`config.mk`:
```
export PLATFORM = sky130hd
export DESIGN_NAME = seg7_scan_driver_flat
export DESIGN_NICKNAME = d
export VERILOG_FILES = /design/src/rtl/seg7_pkg.sv /design/src/rtl/seg7_scan_driver_if.sv /design/src/rtl/seg7_hex_decode.sv /design/src/rtl/seg7_scan_driver.sv /design/src/flat_wrapper.sv
export SDC_FILE = /design/constraint.sdc
export NUM_CORES = 1
export LEC_CHECK = 0
export ABC_AREA = 1
export CAP_MARGIN = 10
export CORE_UTILIZATION = 40
export DETAILED_ROUTE_END_ITERATION = 7
export PLACE_DENSITY_LB_ADDON = 0.15
export SKIP_CTS_REPAIR_TIMING = 1
export SLEW_MARGIN = 20
export SYNTH_ARGS = -nofsm -noshare
export SYNTH_HDL_FRONTEND = slang
export SYNTH_SLANG_ARGS = --single-unit
```
`constraint.sdc`:
```
create_clock -name clk -period 3.45 [get_ports clk]
set_input_delay 0.69 -clock clk [delete_from_list [all_inputs] [get_ports clk]]
set_output_delay 0.69 -clock clk [all_outputs]
set_load 0.02 [all_outputs]
```
`src/rtl/seg7_pkg.sv`:
```
`default_nettype none
// ============================================================================
// Module      : seg7_pkg
// Description : Shared constants for the seven-segment scan driver: display
//               geometry, scan counter width, the blank pattern, the
//               active-low hex->segment table and the leading-zero mask
//               helper.
// Revision    : 1.0 - initial release
// ============================================================================
package seg7_pkg;

  // Eight digits, four scan counts per digit slot -> 5-bit counter.
  localparam int NDIG  = 8;
  localparam int CNT_W = 5;

  // All segments off (active-low).
  localparam logic [6:0] SEG_BLANK = 7'b1111111;

  // Active-low {g,f,e,d,c,b,a} patterns; entry 0 is the rightmost element.
  localparam logic [15:0][6:0] SEG_LUT = {
    7'b0001110,  // F
    7'b0000110,  // E
    7'b0100001,  // d
    7'b1000110,  // C
    7'b0000011,  // b
    7'b0001000,  // A
    7'b0010000,  // 9
    7'b0000000,  // 8
    7'b1111000,  // 7
    7'b0000010,  // 6
    7'b0010010,  // 5
    7'b0011001,  // 4
    7'b0110000,  // 3
    7'b0100100,  // 2
    7'b1111001,  // 1
    7'b1000000   // 0
  };

  // Digit j is marked blank when it and every more-significant nibble are
  // zero. Digit 0 is never blanked so an all-zero value still shows "0".
  function automatic logic [NDIG-1:0] lead_zero_mask(input logic [31:0] value);
    logic [NDIG-1:0] mask;
    logic            all_zero;
    mask     = '0;
    all_zero = 1'b1;
    for (int j = NDIG - 1; j >= 1; j--) begin
      all_zero = all_zero && (value[4*j +: 4] == 4'h0);
      mask[j]  = all_zero;
    end
    return mask;
  endfunction

endpackage : seg7_pkg
`default_nettype wire

```
`src/rtl/seg7_scan_driver_if.sv`:
```
`default_nettype none
// ============================================================================
// Module      : seg7_scan_driver_if
// Description : Display-data and scan-output bundle of the seven-segment
//               scan driver.
//   data_in     32  eight hex nibbles, nibble j is digit j
//   load         1  one-cycle strobe, capture data_in into the shadow
//   counter      5  shared scan counter (down-counting)
//   temp_vector  7  active-low segment pattern for the next digit
//   an           8  active-low anodes
//   pending      1  shadow holds uncommitted data
//   frame_start  1  one-clk pulse on the commit tick
//   Modports: master (data source / observer), slave (the driver).
// Revision    : 1.0 - initial release
// ============================================================================
interface seg7_scan_driver_if ();

  logic [31:0]                   data_in;
  logic                          load;
  logic [seg7_pkg::CNT_W-1:0]    counter;
  logic [6:0]                    temp_vector;
  logic [seg7_pkg::NDIG-1:0]     an;
  logic                          pending;
  logic                          frame_start;

  modport master (
    output data_in, load,
    input  counter, temp_vector, an, pending, frame_start
  );

  modport slave (
    input  data_in, load,
    output counter, temp_vector, an, pending, frame_start
  );

endinterface : seg7_scan_driver_if
`default_nettype wire

```
`src/rtl/seg7_hex_decode.sv`:
```
`default_nettype none
// ============================================================================
// Module      : seg7_hex_decode
// Description : Combinational hex nibble to active-low seven-segment pattern.
//   i_nibble  in   4  hex digit
//   o_seg     out  7  {g,f,e,d,c,b,a}, active-low
// Revision    : 1.0 - initial release
// ============================================================================
module seg7_hex_decode
  import seg7_pkg::*;
(
  input  wire logic [3:0] i_nibble,
  output logic      [6:0] o_seg
);

  assign o_seg = SEG_LUT[i_nibble];

endmodule : seg7_hex_decode
`default_nettype wire

```
`src/rtl/seg7_scan_driver.sv`:
```
`default_nettype none
// ============================================================================
// Module      : seg7_scan_driver
// Description : Scan driver for an 8-digit multiplexed active-low
//               seven-segment display. Produces the down-counting scan
//               counter, the next-digit segment pattern (temp_vector) and
//               the anodes, sequenced so a digit's cathodes are latched by
//               the cathode controller (at counter 4k+1) two ticks before
//               its anode turns on. Display data is double-buffered: load
//               writes a shadow, and the shadow is committed to the active
//               register on the tick leaving counter 3, so every frame
//               (digits 7..0) comes from one snapshot.
//   clk        in   1  system clock
//   reset      in   1  asynchronous, active-high reset
//   bus        slave modport of seg7_scan_driver_if
//   PRESCALE   clk cycles per scan tick, 1..65536
//   Optional   SEG7_LEAD_ZERO_BLANK_EN: blank leading-zero digits (digit 0
//              always shown), mask computed at commit.
// Revision    : 1.0 - initial release
// ============================================================================
module seg7_scan_driver
  import seg7_pkg::*;
#(
  parameter int PRESCALE = 1
) (
  input  wire logic               clk,
  input  wire logic               reset,
  seg7_scan_driver_if.slave       bus
);

  localparam logic [15:0]      c_PRE_MAX = 16'(PRESCALE - 1);
  localparam logic [CNT_W-1:0] c_CNT_ONE = CNT_W'(1);
  localparam logic [CNT_W-1:0] c_CNT_TOP = CNT_W'(31);
  localparam logic [CNT_W-1:0] c_CNT_COMMIT = CNT_W'(3);

  logic [15:0]      r_pre;
  logic [CNT_W-1:0] r_counter;
  logic [NDIG-1:0]  r_an;
  logic [6:0]       r_temp_vector;
  logic [31:0]      r_shadow;
  logic [31:0]      r_active;
  logic             r_pending;
  logic             r_frame_start;

  logic             w_tick;
  logic [15:0]      w_pre_next;
  logic [CNT_W-1:0] w_cnt_dec;
  logic [CNT_W-1:0] w_cnt_next;
  logic             w_commit;
  logic [31:0]      w_active_next;
  logic             w_pending_next;
  logic             w_fs_next;
  logic [2:0]       w_sel;
  logic [3:0]       w_nibble;
  logic [6:0]       w_seg;
  logic [6:0]       w_tv_next;
  logic [NDIG-1:0]  w_an_next;

  // --------------------------------------------------------------------------
  // Tick and counter arithmetic
  // --------------------------------------------------------------------------
  assign w_tick     = (r_pre == c_PRE_MAX);
  assign w_pre_next = w_tick ? 16'd0 : r_pre + 16'd1;
  assign w_cnt_dec  = r_counter - c_CNT_ONE;  // 0 wraps to 31 naturally
  assign w_cnt_next = w_tick ? w_cnt_dec : r_counter;
  assign w_commit   = w_tick && (r_counter == c_CNT_COMMIT);

  // frame_start is registered but must be high during the commit tick
  // cycle itself, so it is computed one cycle ahead from the next state.
  assign w_fs_next  = (w_pre_next == c_PRE_MAX) && (w_cnt_next == c_CNT_COMMIT);

  // --------------------------------------------------------------------------
  // Shadow / active commit. A load coinciding with the commit tick bypasses
  // the shadow so the newest data is never left pending for a whole frame.
  // --------------------------------------------------------------------------
  always_comb begin
    w_active_next  = r_active;
    w_pending_next = r_pending;
    if (w_commit) begin
      if (bus.load) begin
        w_active_next = bus.data_in;
      end else if (r_pending) begin
        w_active_next = r_shadow;
      end
      w_pending_next = 1'b0;
    end else if (bus.load) begin
      w_pending_next = 1'b1;
    end
  end

  // --------------------------------------------------------------------------
  // Next-digit select: the pattern registered on this tick is for digit
  // (next_counter[4:2] - 1) mod 8, i.e. one slot ahead of its anode.
  // --------------------------------------------------------------------------
  assign w_sel    = w_cnt_dec[4:2] - 3'd1;
  assign w_nibble = r_active[{w_sel, 2'b00} +: 4];

  seg7_hex_decode u_hex_decode (
    .i_nibble (w_nibble),
    .o_seg    (w_seg)
  );

`ifdef SEG7_LEAD_ZERO_BLANK_EN
  logic [NDIG-1:0] r_blank;

  // Mask follows the active register; reset value matches active = 0.
  always_ff @(posedge clk or posedge reset) begin
    if (reset) begin
      r_blank <= lead_zero_mask(32'h0);
    end else if (w_commit) begin
      r_blank <= lead_zero_mask(w_active_next);
    end
  end

  assign w_tv_next = r_blank[w_sel] ? SEG_BLANK : w_seg;
`else
  assign w_tv_next = w_seg;
`endif

  // --------------------------------------------------------------------------
  // Anodes: digit j is lit on counts 4j+2 and 4j+1; counts ending in 11 or
  // 00 are blanking slots giving the cathodes time to settle.
  // --------------------------------------------------------------------------
  generate
    for (genvar j = 0; j < NDIG; j++) begin : g_anode
      assign w_an_next[j] = !((w_cnt_dec[4:2] == 3'(j)) &&
                              (w_cnt_dec[1] ^ w_cnt_dec[0]));
    end
  endgenerate

  // --------------------------------------------------------------------------
  // State registers
  // --------------------------------------------------------------------------
  always_ff @(posedge clk or posedge reset) begin
    if (reset) begin
      r_pre         <= 16'd0;
      r_counter     <= c_CNT_TOP;
      r_an          <= '1;
      r_temp_vector <= SEG_BLANK;
      r_shadow      <= 32'h0;
      r_active      <= 32'h0;
      r_pending     <= 1'b0;
      r_frame_start <= 1'b0;
    end else begin
      r_pre         <= w_pre_next;
      r_frame_start <= w_fs_next;
      r_active      <= w_active_next;
      r_pending     <= w_pending_next;
      if (bus.load) begin
        r_shadow <= bus.data_in;
      end
      if (w_tick) begin
        r_counter     <= w_cnt_dec;
        r_an          <= w_an_next;
        r_temp_vector <= w_tv_next;
      end
    end
  end

  assign bus.counter     = r_counter;
  assign bus.an          = r_an;
  assign bus.temp_vector = r_temp_vector;
  assign bus.pending     = r_pending;
  assign bus.frame_start = r_frame_start;

endmodule : seg7_scan_driver
`default_nettype wire

```
`src/flat_wrapper.sv`:
```
// flat-port wrapper written by rule: the top's interface ports become plain ports
module seg7_scan_driver_flat import seg7_pkg::*;
#(
  parameter int PRESCALE = 1
)
  (clk, reset, bus_data_in, bus_load, bus_counter, bus_temp_vector, bus_an, bus_pending, bus_frame_start);
  seg7_scan_driver_if bus_i ();
  input  wire logic clk;
  input  wire logic reset;
  input wire logic [$bits(bus_i.data_in)-1:0] bus_data_in;
  input wire logic [$bits(bus_i.load)-1:0] bus_load;
  output wire logic [$bits(bus_i.counter)-1:0] bus_counter;
  output wire logic [$bits(bus_i.temp_vector)-1:0] bus_temp_vector;
  output wire logic [$bits(bus_i.an)-1:0] bus_an;
  output wire logic [$bits(bus_i.pending)-1:0] bus_pending;
  output wire logic [$bits(bus_i.frame_start)-1:0] bus_frame_start;
  assign bus_i.data_in = bus_data_in;
  assign bus_i.load = bus_load;
  assign bus_counter = bus_i.counter;
  assign bus_temp_vector = bus_i.temp_vector;
  assign bus_an = bus_i.an;
  assign bus_pending = bus_i.pending;
  assign bus_frame_start = bus_i.frame_start;
  seg7_scan_driver #(.PRESCALE(PRESCALE)) u_core (.clk(clk), .reset(reset), .bus(bus_i));
endmodule
```
==> flow_summary.toml <==
[clock_tree]
tritoncts = "yes"
cts_sinks = 102
clk_latency_ns = 0.35
cts-htree-levels = 3
clkTransAtPathRegs_ns = 0.07
cts_root_buf = "clkbuf_16"
clk_path_buf_depth = 2
cts_buffers = 9

[layout]
n_antenna_cell = 0
final_nets = 710
fill_cells = 1259
stdcell_area_mm2 = 0.00618
final_cells = 839
syn_to_final_growth_pct = 20.3
fin_util_pct = 49.2
drive_above_1_share_pct = 12.9

[power]
switchingPower_mw = 0.660
powerDensity_mw_per_mm2 = 433
p_int_mw = 2.01
swShare_pct = 24.7
p_seq_share_pct = 49.3
power_leakage_nw = 3.26
power_mw = 2.67
power_frac_comb_pct = 10.5
peakVddDrop_mv = 0.298
clock_power_share_pct = 40.2

[run]
drv_cap = 0

[floorplanning]
fp.coreArea_mm2 = 0.0126
start_util_pct = 40.9
ios = 57
num_rows = 41
die_w_um = 115
die_area_mm2 = 0.0133
die_y_um = 115

[yosys]
synth_cell_types = 35
synth_edf_count = 0
yosysSeqAreaShare_pct = 50.2
syn_area_mm2 = 0.00513
synthArstFlopShare_pct = 100
syn-num-nets = 656
yosys_warnings = 0
synth_flop_cell = "dfrtp_1"
synth-seq-cells = 102
synth_area_per_cell_um2 = 8.45
postSynthCellCount = 608

[outcome]
status = "completed"

[detailed_routing]
vias = 3887
routed_wl_um = 10500
firstDrtPassIters = 4
ant_nets = 0
vias_per_cell = 4.63
post_drt_wl_per_cell_um = 12.5
drc = 0
drtIter0Drc = 188

[global_route]
grtUsageTotal_pct = 17.9
grt_max_degree = 55
grt_pass1_vias = 3941
grt_overflow = 0
grt_pass1_wl_um = 18500
antenna_found_initial = 0

[sta]
rsz0062_at_grt = "no"
tightest_slew_ns = 0.920
clock_skew_ns = 0.00550
max_freq_mhz = 341
finalSetupTns_ns = 0
fin_crit_ns = 2.93
setup_viol = 0
hold_violations = 0
setup_slack_ns = 0.520
whs_ns = 0.468
max_slew_margin_pct = 38.6
drv_slew = 0
fin_crit_sh_pct = 84.9

[critical_path]
worstPathMaxFanout = 9
crit_path_end_kind = "register"
reg2reg_depth = 17
cpPeakStageDelay_ns = 0.58
slowest_stage = "dfstp_2"
crit_chain = "inv_1, ha_1, inv_1, nand2_1, nand2_1, ha_1, inv_1, o211ai_1, nand2_1, nand2_1, nand2_1, inv_1, ha_1, nand3_1, a21oi_1, nand2_1, nand2_1"
critPathLaunch = "u_core.bus.counter[0]"
cp_common_cell = "nand2_1"
path_delay_family = "adder cells"
r2r_end = "u_core.bus.temp_vector[1]"
r2r_start = "u_core.bus.counter[0]"
crit_required_ns = 3.75
cp.arrival_ns = 3.23
critPathLaunchType = "register"
r2r_setup_slack_ns = 0.52
cp_num_buf_inv = 4
critPathKind = "reg -> reg"

[place]
place_area_mm2 = 0.00586
place_hpwl_um = 7600
place.gp.congestion = 0.797
numPortBuffers = 56
pre_cts_ws_ns = 0.549
dp.cells = 823

[hold_path]
holdPathEnd = "u_core.r_shadow[31]"
hp-class = "reg -> reg"
hold_start = "u_core.r_shadow[31]"
worstHoldPathCells = 2
synthesized netlist by cell type, types with 6 or more instances:
| cell type | count | share of area, % |
|---|---|---|
| ha_1 | 13 | 3.2 |
| nor2_1 | 45 | 3.3 |
| nand2_1 | 241 | 18 |
| mux2_2 | 7 | 1.5 |
| o211ai_1 | 6 | 0.88 |
| mux2_4 | 20 | 5.8 |
| clkbuf_1 | 10 | 0.73 |
| nand3_1 | 34 | 3.3 |
| dfrtp_1 | 82 | 40 |
| nand4_1 | 6 | 0.73 |
| a21oi_1 | 14 | 1.4 |
| inv_1 | 65 | 4.8 |
| dfstp_2 | 20 | 10 |
per-layer routing:
metal  track usage, %  share of wire (%)  vias to the layer above
met5                0                  0                        -
met4             6.15                1.8                        0
met3             4.74                3.8                       16
met2             31.0                 50                       65
met1             21.4                 45                     1802
li1                 -                  -                     2004
sequential cells by signal (all words and copies together) (netlist names):
register / flops
u_core.bus.pending: 1
u_core.r_active: 32
u_core.bus.frame_start: 1
u_core.r_pre: 16
u_core.bus.an: 8
u_core.bus.temp_vector: 7
u_core.bus.counter: 5
u_core.r_shadow: 32
worst reg2reg max path, cell delays in order, from the launching register on:
cell	delay [ns]
dfstp_2	0.58
inv_1	0.09
ha_1	0.26
inv_1	0.09
nand2_1	0.05
nand2_1	0.08
ha_1	0.33
inv_1	0.23
o211ai_1	0.13
nand2_1	0.08
nand2_1	0.05
nand2_1	0.15
inv_1	0.11
ha_1	0.28
nand3_1	0.10
a21oi_1	0.14
nand2_1	0.07
nand2_1	0.05
cell type report:
| type | instances | area, um2 | share of cell area (%) |
|---|---|---|---|
| clock buffer | 10 | 239 | 3.87 |
| inverter | 68 | 259 | 4.19 |
| multi-input combinational | 421 | 2210 | 35.8 |
| clock inverter | 6 | 75.1 | 1.22 |
| tap | 172 | 215 | 3.48 |
| timing repair buffer | 60 | 603 | 9.76 |
| sequential | 102 | 2580 | 41.7 |
kinds of logic after synthesis:
| group | synth area share [%] |
|---|---|
| and+or+nand+nor | 27.9 |
| DFF | 50.2 |
| buffers and inverters | 6.77 |
| AOI/OAI and AO/OA | 3.46 |
| muxes | 7.38 |
| adders and majority gates | 3.17 |
| xor gates and xnor gates | 1.17 |
cell usage in the layout, fill, tap and decap left out, types with 2 or more instances in the layout:
cell             count
nand2_1            241
dfrtp_1             82
inv_1               64
clkdlybuf4s50_1     56
nor2_1              45
nand3_1             34
mux2_4              20
dfstp_2             20
a21oi_1             14
ha_1                13
clkbuf_16            9
mux2_2               7
nand4_1              6
o211ai_1             6
nand2_2              4
a31oi_1              4
xor2_1               4
or2_2                3
inv_6                3
buf_4                3
inv_2                2
nand2_4              2
nor2_2               2
nor2_4               2
nor3_1               2
o21bai_1             2
o21ai_1              2
power by group through the flow:
| stage | Sequential [mW] | Clock, mW | Combinational (mW) |
|---|---|---|---|
| 6_report | 1.32 | 1.07 | 0.281 |
| 5_1_grt | 1.33 | 1.16 | 0.320 |
| 4_1_cts | 1.32 | 1.11 | 0.288 |
| 3_5_place_dp | 1.34 | 0 | 0.286 |
| 3_3_place_gp | 1.34 | 0 | 0.282 |
| 2_1_floorplan | 1.35 | 0 | 0.164 |
worst max path at each step:
stage | depth (start not counted) | slack (ns) | endpoint
final | 17 | 0.52 | u_core.bus.temp_vector[1]
after global routing | 17 | 0.14 | u_core.bus.temp_vector[1]
after CTS | 17 | 0.51 | u_core.bus.temp_vector[1]
after detailed placement | 18 | 0.55 | u_core.bus.temp_vector[3]
after global placement | 18 | 0.65 | u_core.bus.temp_vector[3]
after floorplan | 1 | 0.12 | u_core.bus.frame_start
Power figures use the tool's default switching activity.
